===== src/rtl/imem_boot_loader.sv =====
// rtl/imem_boot_loader.sv - length-prefixed byte-stream loader that fills instruction memory and raises start_o.
// Optional trailing XOR checksum with CHECK/ERROR states when BOOT_CHECKSUM_EN is defined.
module imem_boot_loader #(
   parameter int IMEM_WORDS = 256,
   parameter int ADDR_W     = 8
) (
   input  logic              clk_i,
   input  logic              rst_n_i,
   input  logic [7:0]        data_i,
   input  logic              valid_i,
   output logic              ready_o,
   output logic              imem_we_o,
   output logic [ADDR_W-1:0] imem_addr_o,
   output logic [31:0]       imem_data_o,
   output logic              start_o,
   output logic              error_o,
   output logic [ADDR_W:0]   words_o
);

   localparam int CW = ADDR_W + 1;

   typedef enum logic [2:0] {
      S_RST,
      S_IDLE,
      S_LOAD,
`ifdef BOOT_CHECKSUM_EN
      S_CHECK,
      S_ERROR,
`endif
      S_DONE
   } state_t;

   state_t            state_q, state_d;
   logic [1:0]        lane_q, lane_d;
   logic [CW-1:0]     cnt_q, cnt_d;
   logic [CW-1:0]     n_q, n_d;
   logic [23:0]       shift_q, shift_d;
   logic              we_q, we_d;
   logic [ADDR_W-1:0] addr_q, addr_d;
   logic [31:0]       data_q, data_d;
   logic              start_q, start_d;
   logic              accept;
   logic [CW-1:0]     hdr_n;
   logic [CW-1:0]     cnt_inc;
`ifdef BOOT_CHECKSUM_EN
   logic [7:0]        csum_q, csum_d;
   logic              error_q, error_d;
`endif

   // S_RST keeps ready_o low until the first edge after reset release.
   always_comb begin
      ready_o = 1'b0;
      case (state_q)
         S_IDLE, S_LOAD: ready_o = 1'b1;
`ifdef BOOT_CHECKSUM_EN
         S_CHECK:        ready_o = 1'b1;
`endif
         default:        ready_o = 1'b0;
      endcase
   end

   assign accept  = valid_i && ready_o;
   assign cnt_inc = cnt_q + CW'(1);

   always_comb begin
      hdr_n = CW'(data_i) + CW'(1);
      if (hdr_n > CW'(IMEM_WORDS)) begin
         hdr_n = CW'(IMEM_WORDS);
      end
   end

   always_comb begin
      state_d = state_q;
      lane_d  = lane_q;
      cnt_d   = cnt_q;
      n_d     = n_q;
      shift_d = shift_q;
      we_d    = 1'b0;
      addr_d  = addr_q;
      data_d  = data_q;
      start_d = (state_q == S_DONE);
`ifdef BOOT_CHECKSUM_EN
      csum_d  = csum_q;
      error_d = error_q;
`endif
      case (state_q)
         S_RST: state_d = S_IDLE;
         S_IDLE: begin
            if (accept) begin
               n_d     = hdr_n;
               lane_d  = 2'd0;
               cnt_d   = '0;
               state_d = S_LOAD;
`ifdef BOOT_CHECKSUM_EN
               csum_d  = data_i;
`endif
            end
         end
         S_LOAD: begin
            if (accept) begin
               lane_d = lane_q + 2'd1;
`ifdef BOOT_CHECKSUM_EN
               csum_d = csum_q ^ data_i;
`endif
               case (lane_q)
                  2'd0: shift_d[7:0]   = data_i;
                  2'd1: shift_d[15:8]  = data_i;
                  2'd2: shift_d[23:16] = data_i;
                  default: begin
                     we_d   = 1'b1;
                     addr_d = cnt_q[ADDR_W-1:0];
                     data_d = {data_i, shift_q};
                     cnt_d  = cnt_inc;
                     if (cnt_inc == n_q) begin
`ifdef BOOT_CHECKSUM_EN
                        state_d = S_CHECK;
`else
                        state_d = S_DONE;
`endif
                     end
                  end
               endcase
            end
         end
`ifdef BOOT_CHECKSUM_EN
         S_CHECK: begin
            if (accept) begin
               if (data_i == csum_q) begin
                  state_d = S_DONE;
               end else begin
                  state_d = S_ERROR;
                  error_d = 1'b1;
               end
            end
         end
         S_ERROR: state_d = S_ERROR;
`endif
         S_DONE: state_d = S_DONE;
         default: state_d = S_RST;
      endcase
   end

   always_ff @(posedge clk_i or negedge rst_n_i) begin
      if (!rst_n_i) begin
         state_q <= S_RST;
         lane_q  <= 2'd0;
         cnt_q   <= '0;
         n_q     <= '0;
         shift_q <= '0;
         we_q    <= 1'b0;
         addr_q  <= '0;
         data_q  <= '0;
         start_q <= 1'b0;
`ifdef BOOT_CHECKSUM_EN
         csum_q  <= '0;
         error_q <= 1'b0;
`endif
      end else begin
         state_q <= state_d;
         lane_q  <= lane_d;
         cnt_q   <= cnt_d;
         n_q     <= n_d;
         shift_q <= shift_d;
         we_q    <= we_d;
         addr_q  <= addr_d;
         data_q  <= data_d;
         start_q <= start_d;
`ifdef BOOT_CHECKSUM_EN
         csum_q  <= csum_d;
         error_q <= error_d;
`endif
      end
   end

   assign imem_we_o   = we_q;
   assign imem_addr_o = addr_q;
   assign imem_data_o = data_q;
   assign start_o     = start_q;
   assign words_o     = cnt_q;
`ifdef BOOT_CHECKSUM_EN
   assign error_o     = error_q;
`else
   assign error_o     = 1'b0;
`endif

endmodule


===== config.mk =====
export PLATFORM = sky130hd
export DESIGN_NAME = imem_boot_loader
export DESIGN_NICKNAME = d
export VERILOG_FILES = /design/src/rtl/imem_boot_loader.sv
export SDC_FILE = /design/constraint.sdc
export NUM_CORES = 1
export LEC_CHECK = 0
export BUFFER_PORTS_ARGS = -buffer_cell sky130_fd_sc_hd__clkbuf_2
export CAP_MARGIN = 40
export CORE_ASPECT_RATIO = 0.7
export CORE_MARGIN = 2
export CORE_UTILIZATION = 56
export CTS_CLUSTER_SIZE = 16
export DETAILED_ROUTE_END_ITERATION = 8
export PLACE_DENSITY = 0.79
export SLEW_MARGIN = 20
export SYNTH_ARGS = -nofsm -noshare
export SYNTH_HDL_FRONTEND = slang
export SYNTH_SLANG_ARGS = --single-unit

===== constraint.sdc =====
create_clock -name clk_i -period 2.6 [get_ports clk_i]
set_input_delay 0.13 -clock clk_i [delete_from_list [all_inputs] [get_ports clk_i]]
set_output_delay 0.13 -clock clk_i [all_outputs]
set_load 0.02 [all_outputs]

==> results of run 1 <==
[cell type report]
type / instances / area, sq um / share of cell area
multi-input cells: 199 / 1610 / 0.358
clock inverters: 5 / 32.5 / 0.00725
well taps: 94 / 118 / 0.0262
inverters: 8 / 30.0 / 0.00669
repair buffers: 66 / 358 / 0.0797
flip-flops and latches: 88 / 2200 / 0.491
clock buffers: 11 / 141 / 0.0315
[worst paths after layout]
kind	from	end	slack, ns
setup / recovery	words_o[0]	state_q[0]	0.45
hold / removal	data_i[0]	n_q[0]	0.11
setup reg to reg	words_o[0]	state_q[0]	0.45
hold reg to reg	shift_q[9]	imem_data_o[9]	0.50
max in group asynchronous	rst_n_i	shift_q[13]	1.64
min in group asynchronous	rst_n_i	imem_data_o[20]	0.32
[logic make-up after synthesis]
| family | Yosys count |
|---|---|
| other | 1 |
| AO/OA/AOI/OAI | 39 |
| AND/OR/NAND/NOR | 63 |
| flip-flops | 88 |
| multiplexers | 67 |
| adder cells (fa/ha/maj) | 11 |
| buffers and inverters | 25 |
| XOR/XNOR | 18 |
[layer usage]
metal,global-route usage,share of wire
met1,0.298,0.49
met2,0.318,0.44
met3,0.0631,0.063
met4,0.0751,0.011
met5,0,0
[power by group]
part,switching [uW],total (uW),internal (uW)
combinational,51.5,67.5,16.1
sequential,0,1370,1370
clock,462,831,370
total,513,2270,1750
[critical path, stage by stage (launching register included)]
cell and delay, ns:
dfrtp_1 0.49, ha_1 0.34, nand3_1 0.17, nor2_1 0.26, xnor2_1 0.15, a41oi_1 0.13
a211oi_2 0.32, mux2i_1 0.22
[state kept, by name, indices dropped and copies added, names as in the netlist]
name,count
imem_data_o,32
shift_q,24
start_o,1
words_o,9
imem_addr_o,8
imem_we_o,1
n_q,9
state_q,2
lane_q,2
[cell usage in the layout, fill, tap and decap left out, drive strengths merged]
master,instances
a211o,1
a211oi,3
a21oi,2
a31oi,1
a32o,1
a41oi,1
and2b,1
and3,5
buf,4
clkbuf,72
clkinv,2
clkinvlp,3
conb,1
dfrtp,88
dlygate4sd3,1
ha,11
inv,8
mux2,65
mux2i,2
nand2,30
nand3,10
nand4,2
nor2,11
nor2b,1
nor3,1
nor3b,1
o2111ai,1
o21ai,22
o21ba,1
o31ai,6
or2b,1
xnor2,10
xor2,8
[per-stage QoR]
stage	util	worst slack [ns]	total power [uW]	std cells
floorplan	-	0.597	1410	312
global placement	0.637	0.603	1460	454
detailed placement	0.637	0.478	1460	454
CTS	0.664	0.455	2300	471
global route	0.664	0.273	2360	471
finish	0.664	0.453	2270	471
==> reports/metrics.yaml, run 1 <==
status: "finished clean"
rows: 25
maxCapViolCount: 0
totalWireLength_um: 7450
synthFlopType: "dfrtp_1"
num-fill-cells: 529
ys_ff_latch: 88
post-cts-setup-buffers: 0
finalMaxSlewViolations: 0
first_global_vias: 2516
clkLatencyLatePin_ns: 0.35
yosys.area.top_type: "dfrtp_1"
ctsHoldBuffers: 1
finalInstanceArea_sq_mm: 0.00449
dr_total_vias: 2514
grt-ovfl-total: 0
mappedNetlistArea_sq_mm: 0.00393
placed_cell_area_sq_mm: 0.00431
power_density_mw_per_mm2: 505
slew_headroom: 0.614
cts_root_buffer: "clkbuf_8"
clock_sinks: 88
dr.pass1.iters: 4
synth_fp_nets: 334
grt_use_total: 0.212
portBuffers: 62
worstPathArrival_ns: 2.42
nets: 394
yosysMostFrequentCell: "dfrtp_1"
worst_ep_required_time_ns: 2.87
antenna_left: 0
synthToLayoutAreaGrowth_pct: 14.3
drtIter0Drc: 87
n_antenna_cell: 0
syn_inst: 312
synth_top_family_by_area: "multiplexers"
antenna_found_initial: 0
rsz0062_at_grt: "no"
fin_crit_sh: 0.826
grt_first_pass_wirelength_um: 12400
setup_tns_ns: 0
cts-resized-gates: 0
pin_count: 64
cp_max_fo: 8
die_w_um: 104
syn_area_per_cell_sq_um: 12.6
whs_ns: 0.111
finalSetupViolations: 0
path_class: "reg2reg"
period_minus_slack_ns: 2.15
synth-adder-area-share: 0.0351
drc: 0
die-area_sq_mm: 0.00771
grt_max_degree: 46
synth_compound_area_frac: 0.0625
drive_above_1_share: 0.398
hold_path.class: "in2reg"
max_freq_mhz: 466
synth_simple_gate_area_share: 0.0768
cts_tree: "built"
ys_seq_area_frac: 0.561
synth_edf_count: 0
synthTopCellsByArea: "dfrtp_1, mux2_2, ha_1, nand2_1, o21ai_0"
hold_path_depth: 2
worstSetupEndpointType: "register"
routabilityCongestion: 0.853
r2r_cells: 7
total_leakage_power_uw: 0.00238
clock_path_buffers: 2
hpwl_um: 5290
cts-buffers-inserted: 9
cp-start-kind: "register"
ys_top_cells_by_count: "dfrtp_1, mux2_2, nand2_1"
ir_drop_uv: 269
synthMuxAreaShare: 0.192
die_height_um: 74.1
yosysWarnings: 0
async_flop_share: 1.00
synth_cell_type_count: 37
htreeDepth: 3
vias_per_cell: 5.34
synth_top_area_frac: 0.561
route.detailed.wl_per_inst_um: 15.8
tightest_slew_ns: 0.578
core-area_sq_mm: 0.00676
synth-xor-area-share: 0.0421
start_util: 0.581
clock_skew_ns: 0.00765
clkTransAtPathRegs_ns: 0.09
finalHoldViolations: 0
Power figures use the tool's default switching activity.
==> run 2: changes to the inputs <==
==> constraint.sdc (replaced) <==
create_clock -name clk_i -period 2.06 [get_ports clk_i]
set_input_delay 0.103 -clock clk_i [delete_from_list [all_inputs] [get_ports clk_i]]
set_output_delay 0.103 -clock clk_i [all_outputs]
set_load 0.02 [all_outputs]
==> run 2 against run 1 <==
  * Register-to-register slack got worse by 0.39 ns
  * Total power is 37% higher
  * Global-route usage increased by 1.0 points
  * Combinational power grew 30%
  * Die area is the same
  * Critical endpoint unchanged
  * Routed wire length is 5.1% higher
  * Final cell count increased by 1.7%
  * Fmax up 7.4%
==> reports/metrics.yaml, run 2 (synthesis results as in run 1) <==
reg2reg_to: "state_q[0]"
dr.pass1.iters: 4  # unchanged
path_buf_inv: 1  # +1
drtIter0Drc: 114  # +31%
cts_tree: "built"
cp-startpoint: "state_q[0]"
drc: 0  # unchanged
finalMaxSlewViolations: 0  # unchanged
hold_path.class: "in2reg"
num-fill-cells: 525  # -0.76%
total_leakage_power_uw: 0.00246  # +3.7%
route.detailed.wl_per_inst_um: 16.3  # +3.4%
clock_skew_ns: 0.00459  # -0.00306 ns
critical_path_cell_count: 7  # unchanged
grt-ovfl-total: 0  # unchanged
clkLatencyLatePin_ns: 0.35  # about the same
vias_per_cell: 5.48  # +2.6%
core-area_sq_mm: 0.00676  # unchanged
crit_family: "compound AO/OA/AOI/OAI gates"
cts-buffers-inserted: 9  # unchanged
finalHoldViolations: 0  # unchanged
utilization: 0.688  # +0.0237
final_common_cell: "dfrtp_1"
grt_max_degree: 48  # +4.3%
grt_use_total: 0.222  # +0.0103
period_minus_slack_ns: 2.00  # -0.148 ns
placed_cell_area_sq_mm: 0.00440  # +2.1%
first_global_vias: 2620  # +4.1%
fin_crit_sh: 0.970  # +0.144
power_density_mw_per_mm2: 666  # +32%
max_stage_delay_ns: 0.42  # -0.07 ns
finalSetupViolations: 0  # unchanged
synthToLayoutAreaGrowth_pct: 18.4
antenna_found_initial: 0  # unchanged
crit_chain: "inv_1 > ha_1 > nand2_1 > a21oi_2 > o21ba_1 > a211oi_4 > mux2i_1"
clock_path_buffers: 2  # unchanged
totalWireLength_um: 7830  # +5.1%
layout_common_cells: "dfrtp_1, mux2_2, clkbuf_2"
die_w_um: 104  # unchanged
clkTransAtPathRegs_ns: 0.08  # about the same
rsz0062_at_grt: "yes"
portBuffers: 62  # unchanged
dr_total_vias: 2624  # +4.4%
maxCapViolCount: 0  # unchanged
clock_sinks: 88  # unchanged
drive_above_1_share: 0.418  # +0.0203
largest_reg_flops: 32  # unchanged
cp_max_fo: 5  # -3
nets: 402  # +2.0%
die-area_sq_mm: 0.00771  # unchanged
finalInstanceArea_sq_mm: 0.00465  # +3.6%
worstSetupEndpointType: "register"
worstReg2RegStart: "state_q[0]"
htreeDepth: 3  # unchanged
rrSetupSlack_ns: 0.06  # -0.39 ns
worstPathArrival_ns: 2.28  # -0.14 ns
worstSetupEndpoint: "state_q[0]"
setup_tns_ns: 0  # unchanged
antenna_left: 0  # unchanged
cts_root_buffer: "clkbuf_8"
ir_drop_uv: 396  # +47%
cp-start-kind: "register"
max_freq_mhz: 500  # +7.4%
r2r_cells: 7  # unchanged
crit_slowest_cell: "dfrtp_1"
path_class: "reg2reg"
rows: 25  # unchanged
routabilityCongestion: 0.890  # +4.4%
n_antenna_cell: 0  # unchanged
pin_count: 64  # unchanged
hpwl_um: 5470  # +3.3%
grt_first_pass_wirelength_um: 13200  # +6.3%
worst_ep_required_time_ns: 2.34  # -0.53 ns
die_height_um: 74.1  # unchanged
start_util: 0.581  # unchanged
status: "finished clean"
run 2: cell count changes in the layout (fill, tap and decap cells not counted), moves of 2 or more:
cell        change
clkinvlp_4      -2
buf_12          +3
buf_4           +5
bufinv_16       +2
run 2: cell type report:
class                   instances  area, sq um  area share
repair buffers                 74          455      0.0980
multi-input cells             199         1630       0.351
inverters                       8         30.0     0.00646
well taps                      94          118      0.0253
flip-flops and latches         88         2200       0.474
clock buffers                  11          131      0.0283
clock inverters                 5         81.3      0.0175
run 2: worst min-delay path by stage:
stage,depth (start not counted),start,to,slack [ns]
6_report,2,data_i[1],imem_data_o[25],0.09
5_1_grt,2,data_i[1],imem_data_o[25],0.1
4_1_cts,2,data_i[1],imem_data_o[25],0.09
3_5_place_dp,1,rst_n_i,imem_data_o[11],0.004
3_3_place_gp,1,rst_n_i,imem_data_o[12],0.001
2_1_floorplan,0,rst_n_i,imem_addr_o[0],-0.19
run 2: timing repair:
action                     CTS  global route
hold buffers                 1             0
gates resized for setup      0             5
buffers inserted             0             1
setup endpoints to repair    0             3
hold endpoints to repair    79             0
run 2: power breakdown:
| group | leakage, uW | total (uW) | internal, uW | switching, uW |
|---|---|---|---|---|
| clock network | 0.000104 | 1280 | 684 | 597 |
| registers | 0.00121 | 1730 | 1730 | 0 |
| logic | 0.00115 | 88.0 | 21.6 | 66.4 |
run 2: worst reg2reg max path, cell delays in order (launching register included):
cell      delay [ns]
dfrtp_1         0.42
inv_1           0.10
ha_1            0.38
nand2_1         0.09
a21oi_2         0.21
o21ba_1         0.21
a211oi_4        0.31
mux2i_1         0.22
run 2: per-stage QoR:
step	hold slack [ns]	power [uW]	setup slack [ns]	instances
floorplan	-0.193	1780	0.0572	312
global placement	0.00136	1850	0.131	461
detailed placement	0.00390	1850	0.0483	461
CTS	0.0930	3120	0.0249	478
global route	0.0988	3210	-0.0506	479
finish	0.0936	3090	0.0618	479
run 2: metal layers:
metal	routed length, um	vias up	global-route usage
met5	0	-	0
met4	83	0	0.0706
met3	361	8	0.0587
met2	3570	60	0.349
met1	3810	1340	0.309
li1	-	1216	-
==> run 3: changes to the inputs <==
--- a/config.mk
+++ b/config.mk
@@ -7,12 +7,12 @@
 export LEC_CHECK = 0
 export BUFFER_PORTS_ARGS = -buffer_cell sky130_fd_sc_hd__clkbuf_2
 export CAP_MARGIN = 40
-export CORE_ASPECT_RATIO = 0.7
+export CORE_ASPECT_RATIO = 1.4
 export CORE_MARGIN = 2
-export CORE_UTILIZATION = 56
+export CORE_UTILIZATION = 55
 export CTS_CLUSTER_SIZE = 16
 export DETAILED_ROUTE_END_ITERATION = 8
-export PLACE_DENSITY = 0.79
+export PLACE_DENSITY = 0.78
 export SLEW_MARGIN = 20
 export SYNTH_ARGS = -nofsm -noshare
 export SYNTH_HDL_FRONTEND = slang
==> run 3 against run 2 <==
  * Fmax up 0.38%
  * Clock power up 15%
  * Setup slack better by 0.0075 ns
  * Utilization down 1.3 points
  * Sequential share of layout area down 0.35 points
  * Critical path depth unchanged
  * Total power up 6.2%
  * Final cell count up 0.21%
  * Hold slack worse by 0.0055 ns
  * Die area up 1.7%
  * Clock skew up 0.0016 ns
==> reports/metrics.yaml, run 3 (synthesis results as in run 1) <==
status: "finished clean"
place_inst: 461  # unchanged
nets: 402  # unchanged
crit_family: "compound AO/OA/AOI/OAI gates"
power_density_mw_per_mm2: 701  # +5.4%
cts-buffers-inserted: 9  # unchanged
power_uw: 3290  # +6.2%
total_leakage_power_uw: 0.00247  # +0.17%
fin_cells: 480  # +0.21%
drive_above_1_share: 0.429  # +0.0104
totalWireLength_um: 7720  # -1.4%
cts_tree: "built"
cp-start-kind: "register"
path_class: "reg2reg"
finalMaxSlewViolations: 0  # unchanged
swShare: 0.204  # -0.0108
rows: 36  # +44%
antenna_found_initial: 0  # unchanged
crit_chain: "inv_1 > ha_2 > nand2_1 > a21oi_2 > o21ba_1 > a211oi_4 > mux2i_1"
comb_power_share: 0.026  # -0.002
utilization: 0.675  # -0.0128
maxCapViolCount: 0  # unchanged
tightest_slew_ns: 0.498
n_antenna_cell: 0  # unchanged
clock_sinks: 88  # unchanged
fin_crit_sh: 0.966  # -0.00364
worstSetupEndpointType: "register"
period_minus_slack_ns: 1.99  # -0.00750 ns
route.detailed.wl_per_inst_um: 16.1  # -1.6%
routabilityCongestion: 0.793  # -11%
layout_common_cells: "dfrtp_1, mux2_2, clkbuf_2"
drc: 0  # unchanged
vias_per_cell: 5.33  # -2.8%
dr_total_vias: 2556  # -2.6%
clkLatencyLatePin_ns: 0.36  # about the same
antenna_left: 0  # unchanged
ir_drop_uv: 542  # +37%
die_w_um: 75.4  # -28%
internal_power_uw: 2620  # +7.6%
pin_count: 64  # unchanged
slew_headroom: 0.667
dr.pass1.iters: 4  # unchanged
worstPathArrival_ns: 2.27  # about the same
die_height_um: 104  # +40%
path_buf_inv: 1  # unchanged
power_frac_seq: 0.525  # -0.033
hpwl_um: 5320  # -2.7%
die-area_sq_mm: 0.00784  # +1.7%
first_global_vias: 2574  # -1.8%
clock_skew_ns: 0.00620  # +0.00161 ns
net-switching-power_uw: 669  # +0.80%
core-area_sq_mm: 0.00694  # +2.7%
max_stage_delay_ns: 0.41  # about the same
grt_use_total: 0.212  # -0.0103
clkTransAtPathRegs_ns: 0.09  # about the same
grt-ovfl-total: 0  # unchanged
worst_slack_ns: 0.0693  # +0.00750 ns
drtIter0Drc: 140  # +23%
clock_path_buffers: 2  # unchanged
start_util: 0.566  # -0.0151
final_common_cell: "dfrtp_1"
portBuffers: 62  # unchanged
finalHoldViolations: 0  # unchanged
cp_max_fo: 5  # unchanged
grt_max_degree: 43  # -10%
largest_reg_flops: 32  # unchanged
finalSetupViolations: 0  # unchanged
rsz0062_at_grt: "yes"
preCtsSetupSlack_ns: 0.0484  # +0.0000979 ns
crit_slowest_cell: "dfrtp_1"
hold_path.class: "in2reg"
htreeDepth: 3  # unchanged
grt_first_pass_wirelength_um: 12600  # -4.6%
setup_tns_ns: 0  # unchanged
cts_root_buffer: "clkbuf_8"
synthToLayoutAreaGrowth_pct: 19.3
max_freq_mhz: 502  # +0.38%
worst_ep_required_time_ns: 2.34  # about the same
p_clk_frac: 0.448  # +0.034
[run 3: final cells by class]
cell class | instances | area [sq um]
flip-flops and latches | 88 | 2200
fillers | 551 | 2250
multi-input cells | 199 | 1650
clock buffers | 11 | 151
well taps | 95 | 119
clock inverters | 5 | 103
repair buffers | 74 | 430
inverters | 8 | 30.0
[run 3: path summary, 6_finish.rpt]
| path | startpoint | end | slack (ns) | depth (start not counted) |
|---|---|---|---|---|
| setup / recovery | state_q[0] | state_q[1] | 0.07 | 7 |
| hold / removal | data_i[0] | n_q[0] | 0.09 | 2 |
| setup reg to reg | state_q[0] | state_q[1] | 0.07 | 7 |
| hold reg to reg | shift_q[3] | imem_data_o[3] | 0.50 | 1 |
| max in group asynchronous | rst_n_i | shift_q[21] | 1.26 | 3 |
| min in group asynchronous | rst_n_i | n_q[2] | 0.16 | 2 |
[run 3: per-layer routing]
layer	global-route usage	share of wire	up-vias
met5	0	0	-
met3	0.0630	0.044	16
met4	0.0915	0.026	0
met2	0.336	0.52	62
met1	0.263	0.41	1264
li1	-	-	1214
[run 3: power groups by stage]
stage                     clock (uW)  combinational, uW  sequential, uW
after global placement             0               85.4            1760
after CTS                       1500               89.7            1730
after floorplan                    0               24.2            1760
after global routing            1580               99.2            1730
after detailed placement           0               88.0            1760
final                           1470               86.9            1730
[run 3: what timing repair did]
action,CTS,global route
endpoints found under the hold margin,60,0
hold buffers,1,0
endpoints found under the setup margin,0,12
buffers inserted,0,2
resized for setup,0,7
[run 3: stage by stage]
step | hold slack, ns | instance area (sq um)
finish | 0.0881 | 4680
global route | 0.0906 | 4680
CTS | 0.0696 | 4630
detailed placement | -0.00102 | 4360
global placement | -0.00589 | 4360
floorplan | -0.193 | 3930
